==> config.mk <==
export PLATFORM = sky130hd
export DESIGN_NAME = pipearch_c0_arbiter
export DESIGN_NICKNAME = d
export VERILOG_FILES = /design/src/rtl/pipearch_common_pkg.sv /design/src/rtl/pipearch_rr_select.sv /design/src/rtl/pipearch_c0_arbiter.sv
export SDC_FILE = /design/constraint.sdc
export NUM_CORES = 1
export LEC_CHECK = 0
export ABC_AREA = 1
export CAP_MARGIN = 20
export CORE_AREA = 2 2 559 561
export DETAILED_ROUTE_END_ITERATION = 8
export DIE_AREA = 0 0 561 563
export SYNTH_ARGS = -nofsm -noshare
export SYNTH_HDL_FRONTEND = slang
export SYNTH_SLANG_ARGS = --single-unit
==> constraint.sdc <==
create_clock -name clk -period 2.3 [get_ports clk]
set_clock_uncertainty 0.2 [all_clocks]
set_input_delay 0.345 -clock clk [delete_from_list [all_inputs] [get_ports clk]]
set_output_delay 0.345 -clock clk [all_outputs]
set_load 0.01 [all_outputs]
==> src/rtl/pipearch_common_pkg.sv <==
// Shared pipearch definitions: arbiter tag constants plus the subset of the
// CCI-P c0 channel types used by the load-side blocks.
package pipearch_common;

   // Tag carried in the top bits of mdata, from bit 15 downward
   localparam int MAX_NUM_REQ = 8;
   localparam int ARB_TAG_MSB = 15;
   typedef logic [$clog2(MAX_NUM_REQ)-1:0] t_arb_tag;

   localparam int CCIP_CLADDR_W = 42;
   localparam int CCIP_CLDATA_W = 512;

   typedef enum logic [3:0] {
      eREQ_RDLINE_I = 4'h0,
      eREQ_RDLINE_S = 4'h1
   } t_ccip_c0_req;

   typedef enum logic [3:0] {
      eRSP_RDLINE = 4'h0,
      eRSP_UMSG   = 4'h4
   } t_ccip_c0_rsp;

   typedef struct packed {
      logic [1:0]               vc_sel;
      logic [1:0]               rsvd1;
      logic [1:0]               cl_len;
      t_ccip_c0_req             req_type;
      logic [5:0]               rsvd0;
      logic [CCIP_CLADDR_W-1:0] address;
      logic [15:0]              mdata;
   } t_cci_c0_ReqMemHdr;

   typedef struct packed {
      logic [1:0]   vc_used;
      logic         rsvd1;
      logic         hit_miss;
      logic [1:0]   rsvd0;
      logic [1:0]   cl_num;
      t_ccip_c0_rsp resp_type;
      logic [15:0]  mdata;
   } t_cci_c0_RspMemHdr;

   typedef struct packed {
      t_cci_c0_ReqMemHdr hdr;
      logic              valid;
   } t_if_ccip_c0_Tx;

   typedef struct packed {
      t_cci_c0_RspMemHdr        hdr;
      logic [CCIP_CLDATA_W-1:0] data;
      logic                     rspValid;
      logic                     mmioRdValid;
      logic                     mmioWrValid;
   } t_if_ccip_c0_Rx;

   function automatic logic cci_c0Rx_isReadRsp(input t_if_ccip_c0_Rx r);
      return r.rspValid && (r.hdr.resp_type == eRSP_RDLINE);
   endfunction

endpackage

==> src/rtl/pipearch_rr_select.sv <==
// Round-robin one-hot picker: first eligible requester at or after rr_ptr,
// wrapping to the lowest eligible index. Purely combinational.
module pipearch_rr_select #(
   parameter int NUM_REQ = 4
) (
   input  logic [NUM_REQ-1:0]         eligible,
   input  logic [$clog2(NUM_REQ)-1:0] rr_ptr,
   output logic [NUM_REQ-1:0]         grant
);
   localparam int PTR_W = $clog2(NUM_REQ);

   logic [NUM_REQ-1:0] upper;
   logic               found;

   // Prefer eligible requesters at or above the pointer, else wrap around
   always_comb begin
      upper = '0;
      grant = '0;
      found = 1'b0;
      for (int j = 0; j < NUM_REQ; j++)
         upper[j] = eligible[j] && (PTR_W'(j) >= rr_ptr);
      for (int j = 0; j < NUM_REQ; j++)
         if (!found && upper[j]) begin
            grant[j] = 1'b1;
            found    = 1'b1;
         end
      for (int j = 0; j < NUM_REQ; j++)
         if (!found && eligible[j]) begin
            grant[j] = 1'b1;
            found    = 1'b1;
         end
   end

endmodule

==> src/rtl/pipearch_c0_arbiter.sv <==
// CCI-P c0 read arbiter: round-robin shares the c0 request channel among
// NUM_REQ load requesters, tags mdata with the requester index and routes
// read responses back by tag. Per-requester in-flight caps bound traffic.
// Optional: PIPEARCH_C0ARB_STATS_EN adds per-requester grant counters.
module pipearch_c0_arbiter
   import pipearch_common::*;
#(
   parameter int NUM_REQ         = 4,
   parameter int MAX_OUTSTANDING = 64
) (
   input  logic                                clk,
   input  logic                                reset_n,
   input  logic              [NUM_REQ-1:0]     req_valid,
   input  t_cci_c0_ReqMemHdr [NUM_REQ-1:0]     req_hdr,
   output logic              [NUM_REQ-1:0]     req_grant,
   input  logic                                c0TxAlmFull,
   output t_if_ccip_c0_Tx                      af2cp_sTx_c0,
   input  t_if_ccip_c0_Rx                      cp2af_sRx_c0,
   output logic              [NUM_REQ-1:0]     rsp_valid,
   output logic              [CCIP_CLDATA_W-1:0] rsp_data,
   output logic                                busy
`ifdef PIPEARCH_C0ARB_STATS_EN
   ,
   output logic [NUM_REQ-1:0][31:0]            stat_grants
`endif
);
   localparam int ID_BITS = $clog2(NUM_REQ);
   localparam int CNT_W   = 10;

   logic [ID_BITS-1:0]              rr_ptr;
   logic [ID_BITS-1:0]              gnt_idx;
   logic [NUM_REQ-1:0]              eligible;
   logic [NUM_REQ-1:0][CNT_W-1:0]   outstanding;
   logic [NUM_REQ-1:0][CNT_W-1:0]   outstanding_d;
   t_cci_c0_ReqMemHdr               fwd_hdr;
   logic [ID_BITS-1:0]              rsp_idx;
   t_arb_tag                        rsp_tag;
   logic                            rsp_hit;
   logic [NUM_REQ-1:0]              rsp_onehot;
   logic                            unused_rx;

   // A requester may win only with a pending header, room under its cap
   // and a channel that is not back-pressured
   always_comb begin
      eligible = '0;
      for (int i = 0; i < NUM_REQ; i++)
         eligible[i] = req_valid[i] && !c0TxAlmFull &&
                       (outstanding[i] < CNT_W'(MAX_OUTSTANDING));
   end

   pipearch_rr_select #(.NUM_REQ(NUM_REQ)) u_rr_select (
      .eligible (eligible),
      .rr_ptr   (rr_ptr),
      .grant    (req_grant)
   );

   // Mux the winning header and stamp its index into the mdata tag field
   always_comb begin
      gnt_idx = '0;
      fwd_hdr = '0;
      for (int j = 0; j < NUM_REQ; j++)
         if (req_grant[j]) begin
            gnt_idx = ID_BITS'(j);
            fwd_hdr = req_hdr[j];
         end
      fwd_hdr.mdata[ARB_TAG_MSB -: ID_BITS] = gnt_idx;
   end

   // Pointer moves just past the last winner; holds when nobody wins
   always_ff @(posedge clk or negedge reset_n)
      if (!reset_n)
         rr_ptr <= '0;
      else if (|req_grant)
         rr_ptr <= (gnt_idx == ID_BITS'(NUM_REQ - 1)) ? '0 : gnt_idx + 1'b1;

   // Registered request channel, one cycle behind the grant
   always_ff @(posedge clk or negedge reset_n)
      if (!reset_n)
         af2cp_sTx_c0 <= '0;
      else begin
         af2cp_sTx_c0.valid <= |req_grant;
         if (|req_grant)
            af2cp_sTx_c0.hdr <= fwd_hdr;
      end

   // Response routing: tags beyond the requester range are dropped
   assign rsp_idx = cp2af_sRx_c0.hdr.mdata[ARB_TAG_MSB -: ID_BITS];
   assign rsp_tag = t_arb_tag'(rsp_idx);
   assign rsp_hit = cci_c0Rx_isReadRsp(cp2af_sRx_c0) &&
                    ({1'b0, rsp_tag} < 4'(NUM_REQ));

   // Decode the response tag into a per-requester strobe
   always_comb begin
      rsp_onehot = '0;
      for (int j = 0; j < NUM_REQ; j++)
         rsp_onehot[j] = rsp_hit && (rsp_idx == ID_BITS'(j));
   end

   // Registered response strobe and line
   always_ff @(posedge clk or negedge reset_n)
      if (!reset_n) begin
         rsp_valid <= '0;
         rsp_data  <= '0;
      end else begin
         rsp_valid <= rsp_onehot;
         if (rsp_hit)
            rsp_data <= cp2af_sRx_c0.data;
      end

   // In-flight counters: grant and response in one cycle cancel, and a
   // stray response at zero leaves the counter at zero
   always_comb begin
      outstanding_d = outstanding;
      for (int i = 0; i < NUM_REQ; i++)
         if (req_grant[i] && !rsp_onehot[i])
            outstanding_d[i] = outstanding[i] + 1'b1;
         else if (rsp_onehot[i] && !req_grant[i] && (outstanding[i] != '0))
            outstanding_d[i] = outstanding[i] - 1'b1;
   end

   // busy follows the counter state that is being registered
   always_ff @(posedge clk or negedge reset_n)
      if (!reset_n) begin
         outstanding <= '0;
         busy        <= 1'b0;
      end else begin
         outstanding <= outstanding_d;
         busy        <= |outstanding_d;
      end

`ifdef PIPEARCH_C0ARB_STATS_EN
   // Per-requester grant counters, wrapping modulo 2^32
   always_ff @(posedge clk or negedge reset_n)
      if (!reset_n)
         stat_grants <= '0;
      else
         for (int i = 0; i < NUM_REQ; i++)
            if (req_grant[i])
               stat_grants[i] <= stat_grants[i] + 32'd1;
`else
   // Statistics disabled: no grant counters are built
`endif

   // MMIO strobes and most response header fields are not needed here
   assign unused_rx = ^{cp2af_sRx_c0.mmioRdValid, cp2af_sRx_c0.mmioWrValid,
                        cp2af_sRx_c0.hdr};

endmodule

Word level (Yosys, flattened, before mapping)
Cells that the tools add are included.
Widths: inputs -> output; s select.
- register bits: 634
- input port bits: 846
- output and inout bits: 596
- logic and storage cells: 129
- add/sub/neg operators: 9
- magnitude comparators: 9
- eq/ne operators: 4
- multiplexer cells: 30
- reduce and logical (&&, ||, !) cells: 61
- operators with widths (kind ; number):
    $mux 74 ; 4
    $mux 10 ; 8
    $add 10x1->10 const B ; 4
    $lt 10x7->1 const B ; 4
    $reduce_bool 10->1 ; 4
    $reduce_or 40->1 ; 1
    $sub 10x1->10 const B ; 4
    $logic_and 1x1->1 ; 37
    $logic_not 1->1 ; 16
    $mux 1 ; 15
    $eq 2x2->1 const B ; 3
    $mux 2 ; 3
    $ge 1x2->1 const A ; 2
    $ge 2x2->1 const A ; 2
    $logic_not 4->1 ; 1
    $reduce_or 4->1 ; 1
    $lt 2x3->1 const B ; 1
    $add 2x1->2 const B ; 1
    $eq 2x1->1 const B ; 1
    $logic_not 2->1 ; 1

Longest topological paths before layout
- depth in word-level cells: 32
- depth in mapped cells: 19
- mapped depth without buffers: 18

Hierarchy
A second synthesis with hierarchy kept.
- cell total of the unflattened synthesis: 3401
- area total of the unflattened synthesis: 27423.8 um^2
- modules (own cells, without submodules) (module ; times used ; cells an instance ; area each (um^2) ; seq. area each (um^2)):
    pipearch_c0_arbiter ; 1 ; 3381 ; 27322.5 ; 15865.2
    pipearch_rr_select ; 1 ; 20 ; 101.3 ; 0.0

Worst setup path after synthesis
Ideal clock, no wire load.
- kind: reg-to-reg
- from: register outstanding[0] in the netlist's numbering
- to: register busy
- library setup time: 125 ps
- data arrival time: 1948 ps
- data required time: 1975 ps
- path slack: 27 ps
- cell stages (with the launch flop): 17
- path buffers: 1
- period minus slack after synthesis: 2273 ps
- cells stage by stage: dfrtp_1 -> inv_1 -> ha_1 -> nand2_1 -> nor2_1 -> nand2_1 -> nor2_1 -> nor2_2 -> nand3_2 -> buf_4 -> nand3_1 -> nand2_1 -> nand3_1 -> nor2_1 -> nand2_1 -> nor2_1 -> nand3_1
- word-level cells in the longest chain between the ends: 31
- elaborated cells between the ends (all ways): 59
- those cells by class: 2 x add/sub; 1 x order compare; 22 x mux; 34 x reduce/logical
- ends and longest elaborated chain (item ; line ; source):
    start, declared ; pipearch_c0_arbiter.sv:33 ; logic [NUM_REQ-1:0][CNT_W-1:0] outstanding;
    start signal, assigned ; pipearch_c0_arbiter.sv:127 ; outstanding <= outstanding_d;
    $lt 10x7->1 ; pipearch_c0_arbiter.sv:48 ; (outstanding[i] < CNT_W'(MAX_OUTSTANDING));
    $logic_and 1x1->1 ; pipearch_c0_arbiter.sv:47 ; eligible[i] = req_valid[i] && !c0TxAlmFull &&
    $logic_and 1x1->1 ; pipearch_rr_select.sv:21 ; upper[j] = eligible[j] && (PTR_W'(j) >= rr_ptr);
    $mux 1 ; pipearch_rr_select.sv:23 ; if (!found && upper[j]) begin
    $logic_not 1->1 ; pipearch_rr_select.sv:23 ;
    $logic_and 1x1->1 ; pipearch_rr_select.sv:23 ;
    $mux 1 ; pipearch_rr_select.sv:23 ;
    $logic_not 1->1 ; pipearch_rr_select.sv:23 ;
    (+14 left out) ; -- ;
    $logic_not 1->1 ; pipearch_rr_select.sv:28 ; if (!found && eligible[j]) begin
    $logic_and 1x1->1 ; pipearch_rr_select.sv:28 ;
    $mux 1 ; pipearch_rr_select.sv:28 ;
    $logic_not 1->1 ; pipearch_c0_arbiter.sv:117 ; else if (rsp_onehot[i] && !req_grant[i] && (outstanding[i] != '0))
    $logic_and 1x1->1 (2 in series) ; pipearch_c0_arbiter.sv:117 ;
    $mux 10 ; pipearch_c0_arbiter.sv:117 ;
    $mux 10 ; pipearch_c0_arbiter.sv:115 ; if (req_grant[i] && !rsp_onehot[i])
    $reduce_or 40->1 * ; pipearch_c0_arbiter.sv:128 ; busy <= |outstanding_d;
    end signal, assigned ; pipearch_c0_arbiter.sv:128 ;
    end, declared ; pipearch_c0_arbiter.sv:21 ; output logic busy
Mark *: on every way between the ends. The rest lies on a longest branch, timed or not.
A chain may end at the register's enable or synchronous reset.

Worst setup path after layout
- from: register outstanding[39] in the netlist's numbering
- to: output port req_grant[0]
- word-level cells in the longest chain between the ends: 8
- ends and longest elaborated chain (item ; line ; source):
    $lt 10x7->1 ; pipearch_c0_arbiter.sv:48 ;
    $logic_and 1x1->1 ; pipearch_c0_arbiter.sv:47 ;
    $logic_and 1x1->1 ; pipearch_rr_select.sv:21 ;
    $logic_and 1x1->1 ; pipearch_rr_select.sv:23 ;
    $mux 1 ; pipearch_rr_select.sv:23 ;
    $logic_not 1->1 ; pipearch_rr_select.sv:28 ;
    $logic_and 1x1->1 ; pipearch_rr_select.sv:28 ;
    $mux 1 ; pipearch_rr_select.sv:28 ;
    end, declared ; pipearch_c0_arbiter.sv:15 ; output logic [NUM_REQ-1:0] req_grant,
Every way passes these cells.

==> results.md <==
- Worst-path clk slew: 0.05 ns
- Sw Share: between 30% and 40%
- Post-route cell area: 0.0609 mm^2
- Clk sink count: ~630
- Total Power: roughly 53 mW
- Total grt overflow: 0
- H-tree Lvls: 3
- Area grow syn2layout: 127%
- Mapped Cells: 3206
- Leakage: roughly 31 nW
- WP buf/inv: 4
- Fill count: between 30000 and 40000
- First-pass GRT wire length: 342000 um
- Port buffer count: 1409
- FF/Latch Area: 0.0159 mm^2
- Syn. warnings: 0
- Clock group share of total power: 28.6%
- Syn Area/Cell: roughly 8.4 um^2
- Non-filler cells, final: approximately 9900
- Critical Path RT: 1.75 ns
- Sw power: 20.5 mW
- Peak supply drop: 0.581 mV
- Synthesized-area fraction occupied by adder cells: 0.373%
- Max incr delay on CP: 0.38 ns
- Critical Path End Type: primary output
- Unrepaired setup endpoints after global routing: yes
- Rows: 205
- Core region area: between 0.3 and 0.4 mm^2
- CTS tree: built
- Num CTS Buffers: 94
- Period utilisation layout: 122%
- Clk Latency, worst-skew pair: a little over 0.8 ns
- Outcome: finished, violations left
- Via count: 33100
- XOR/XNOR share of the synthesized area: 1.14%
- Fraction of layout cells with a size suffix above 1: 16.9%
- Placed Instances: 8864
- Mapped cell area: 0.0268 mm^2
- Seq cells post-synth: 634
- Num ports: 1442
- DRT Wirelength: 274000 um
- Pint: around 32 mW
- Worst slack, placed: -1.25 ns
- Crit Path Class: reg2out
- Delay-heaviest family, CP: buffers and inverters
- NumNets Final: ~6400
- Fin util: around a fifth
- Hold Crit Class: in2reg
- Main combinational cell family by area after synthesis: simple AND/OR/NAND/NOR gates
- Final Setup Violations: 82
- Worst-path cell chain: nor2_2 -> nand4_1 -> buf_4 -> buf_6 -> nand3_4 -> nand2_8 -> buf_12 -> buf_6
- Drt first pass iters: 7
- Logic gate share of total power: 41.2%
- Initial Util: 8.65%
- Reg power frac: 30.2%
- Startpoint types: register
- Vias in the first global route: 33500
- P per Cell Area: 867 mW/mm^2
- Min Tclk post-route: 2.80 ns
- Die Height: around 560 um
- Die width: 561 um
- Failing checks: antenna violations, design-rule violations, negative setup slack
- Total negative slack: -21.19 ns
- Root buf cell: clkbuf_16
- Vias per cell: 3.36
- Slew headroom: 33.3%
- Clk buf depth: 4
- Worst Path Arrival: 2.26 ns
- Cell variety after synth: 40
- HPWL Detailed: 225000 um
- Total GRT Usage: between 10% and 20%
- Worst-margin pin slew: 1.00 ns
- Post-Synth Simple-Gate Area: 31.3%
- DRC Markers: 1
- Seq/Total Area, Yosys: 59.1%
- Worst Path Max Fanout: 3
- Syn Nets: 4060
- Final hold violation count: 0
- Routed len/inst: 27.8 um
- Gpl congestion: 0.995
- Pins Over Slew Limit: 0
- F_max: 0.357 GHz
- Multi-input logic area: approximately 0.011 mm^2
- Routed Antenna Nets: 1
- CP max stage cell: dfrtp_1
- Largest net degree at the start of global routing: between 100 and 150
- Final setup margin: -0.504 ns
- Initial antenna violation count: 169
- Compound-Gate Fraction of Synth Area: 3.62%
- Mux share of post-synthesis cell area: 0%
- Fin Hold WS: 0.0237 ns
- Die area: 0.316 mm^2
- Max-cap viol count: 0
- Dpl cell area: 0.0478 mm^2
- Worst path most repeated cell: buf_6
- Iter 0 DRT Violations: 2338
==> registers in the layout (all words and copies together), names as in the netlist <==
register / count
af2cp_sTx_c0: 75
busy: 1
outstanding: 40
rr_ptr: 2
rsp_data: 512
rsp_valid: 4
==> worst paths after layout <==
path | startpoint | end | slack (ns) | cells after the start
max reg2reg | outstanding[27] | af2cp_sTx_c0[55] | -0.36 | 14
min reg2reg | rsp_data[340] | rsp_data[340] | 0.27 | 2
min in group asynchronous | reset_n | rsp_data[273] | 0.16 | 3
max in group asynchronous | reset_n | rsp_data[0] | 1.11 | 3
min | cp2af_sRx_c0[48] | rsp_data[45] | 0.02 | 3
max | outstanding[39] | req_grant[0] | -0.50 | 8
==> cell usage after synthesis <==
| master | number | area [um^2] |
|---|---|---|
| a22o_1 | 25 | 219 |
| nor2_4 | 3 | 33.8 |
| ha_1 | 8 | 100 |
| nand3_4 | 1 | 17.5 |
| a221oi_2 | 17 | 255 |
| buf_2 | 20 | 100 |
| a221oi_1 | 30 | 263 |
| buf_6 | 12 | 135 |
| nand2_2 | 7 | 43.8 |
| o21a_1 | 1 | 7.51 |
| xnor2_1 | 11 | 96.3 |
| o21ai_2 | 1 | 8.76 |
| nor3_1 | 9 | 45.0 |
| nand3b_1 | 1 | 7.51 |
| o21ai_0 | 6 | 30.0 |
| dfrtp_1 | 634 | 15900 |
| nand2_1 | 1823 | 6840 |
| clkbuf_1 | 120 | 450 |
| nor2_2 | 7 | 43.8 |
| o21ai_1 | 7 | 35.0 |
| nand2_4 | 3 | 33.8 |
| nand3_2 | 5 | 50.1 |
| a21oi_1 | 27 | 135 |
| nand4_4 | 1 | 21.3 |
| inv_2 | 12 | 45.0 |
| xor2_1 | 24 | 210 |
| nand4_2 | 2 | 25.0 |
| inv_1 | 114 | 428 |
| nand4_1 | 14 | 87.6 |
| nor4_1 | 1 | 6.26 |
| o2111ai_1 | 1 | 8.76 |
| nand3_1 | 139 | 696 |
| nor2_1 | 106 | 398 |
| or2_2 | 1 | 6.26 |
| buf_1 | 4 | 15.0 |
| a21oi_2 | 1 | 8.76 |
| nor3_4 | 2 | 32.5 |
| inv_4 | 1 | 6.26 |
| and3_1 | 1 | 6.26 |
| buf_4 | 4 | 30.0 |
==> kinds of logic after synthesis <==
group,after synthesis
compound gates,116
flops,634
xor+xnor,35
fa+ha+maj,8
simple gates,2126
buf+inv,287
==> what timing repair did <==
action,4_1_cts,5_1_grt
buffers inserted,28,31
setup endpoints to repair,616,467
hold endpoints to repair,1169,1
gates cloned,10,10
resized for setup,605,629
pin swaps,33,58
hold buffers,682,1
==> final cells by class <==
| class | count | area share [%] |
|---|---|---|
| Multi-Input combinational cell | 2286 | 18.1 |
| Timing Repair Buffer | 2423 | 41.1 |
| Inverter | 127 | 0.852 |
| Clock inverter | 41 | 0.741 |
| Sequential cell | 634 | 26.0 |
| Timing Repair inverter | 1 | 0.0493 |
| Clock buffer | 122 | 4.30 |
| Antenna cell | 76 | 0.312 |
| Tap cell | 4140 | 8.50 |
==> routing by layer <==
metal | global-route usage [%] | wire (um) | up-vias
li1 | - | - | 14800
met4 | 5.84 | 12500 | 30
met1 | 18.5 | 106000 | 15900
met3 | 10.8 | 39300 | 589
met5 | 0 | 310 | -
met2 | 24.8 | 116000 | 1824
==> power by group through the flow <==
stage          Clock [mW]  Sequential [mW]  Combinational [mW]
4_1_cts              15.7             15.8                20.9
5_1_grt              16.0             16.3                23.4
3_3_place_gp            0             15.8                19.0
3_5_place_dp            0             15.9                18.9
6_report             15.1             16.0                21.8
2_1_floorplan           0             16.7                4.38
==> worst reg2reg max path: stages (launching register included) <==
cell and delay [ns]:
dfrtp_1 0.39, nor2_2 0.16, nand4_1 0.19, nand4_2 0.16, buf_6 0.13, inv_4 0.03
nand2_4 0.08, nand2_8 0.09, buf_6 0.13, buf_12 0.15, buf_6 0.13, buf_12 0.15
buf_8 0.16, a221oi_4 0.29, nand3_2 0.10
==> cells in the final DEF, fill, tap and decap left out, types with 17 or more instances in the layout <==
cell type	synthesis	routed
clkinv_2	0	19
nor2_4	3	17
buf_4	4	290
clkbuf_2	0	34
nor2_1	106	80
buf_8	0	17
buf_12	0	44
a21oi_2	1	17
dlymetal6s2s_1	0	291
nand2_2	7	33
inv_1	114	111
clkdlybuf4s15_1	0	31
diode_2	0	76
dlygate4sd3_1	0	682
a221oi_2	17	33
nor2_2	7	19
clkdlybuf4s15_2	0	99
dlygate4sd2_1	0	72
xor2_1	24	24
nand3_2	5	50
nand2_1	1823	1758
a22o_1	25	23
clkbuf_16	0	102
buf_6	12	29
nand2_4	3	39
clkdlybuf4s50_1	0	814
dfrtp_1	634	630
nand3_1	139	89
Note: power is estimated with default switching activity, not from simulation.
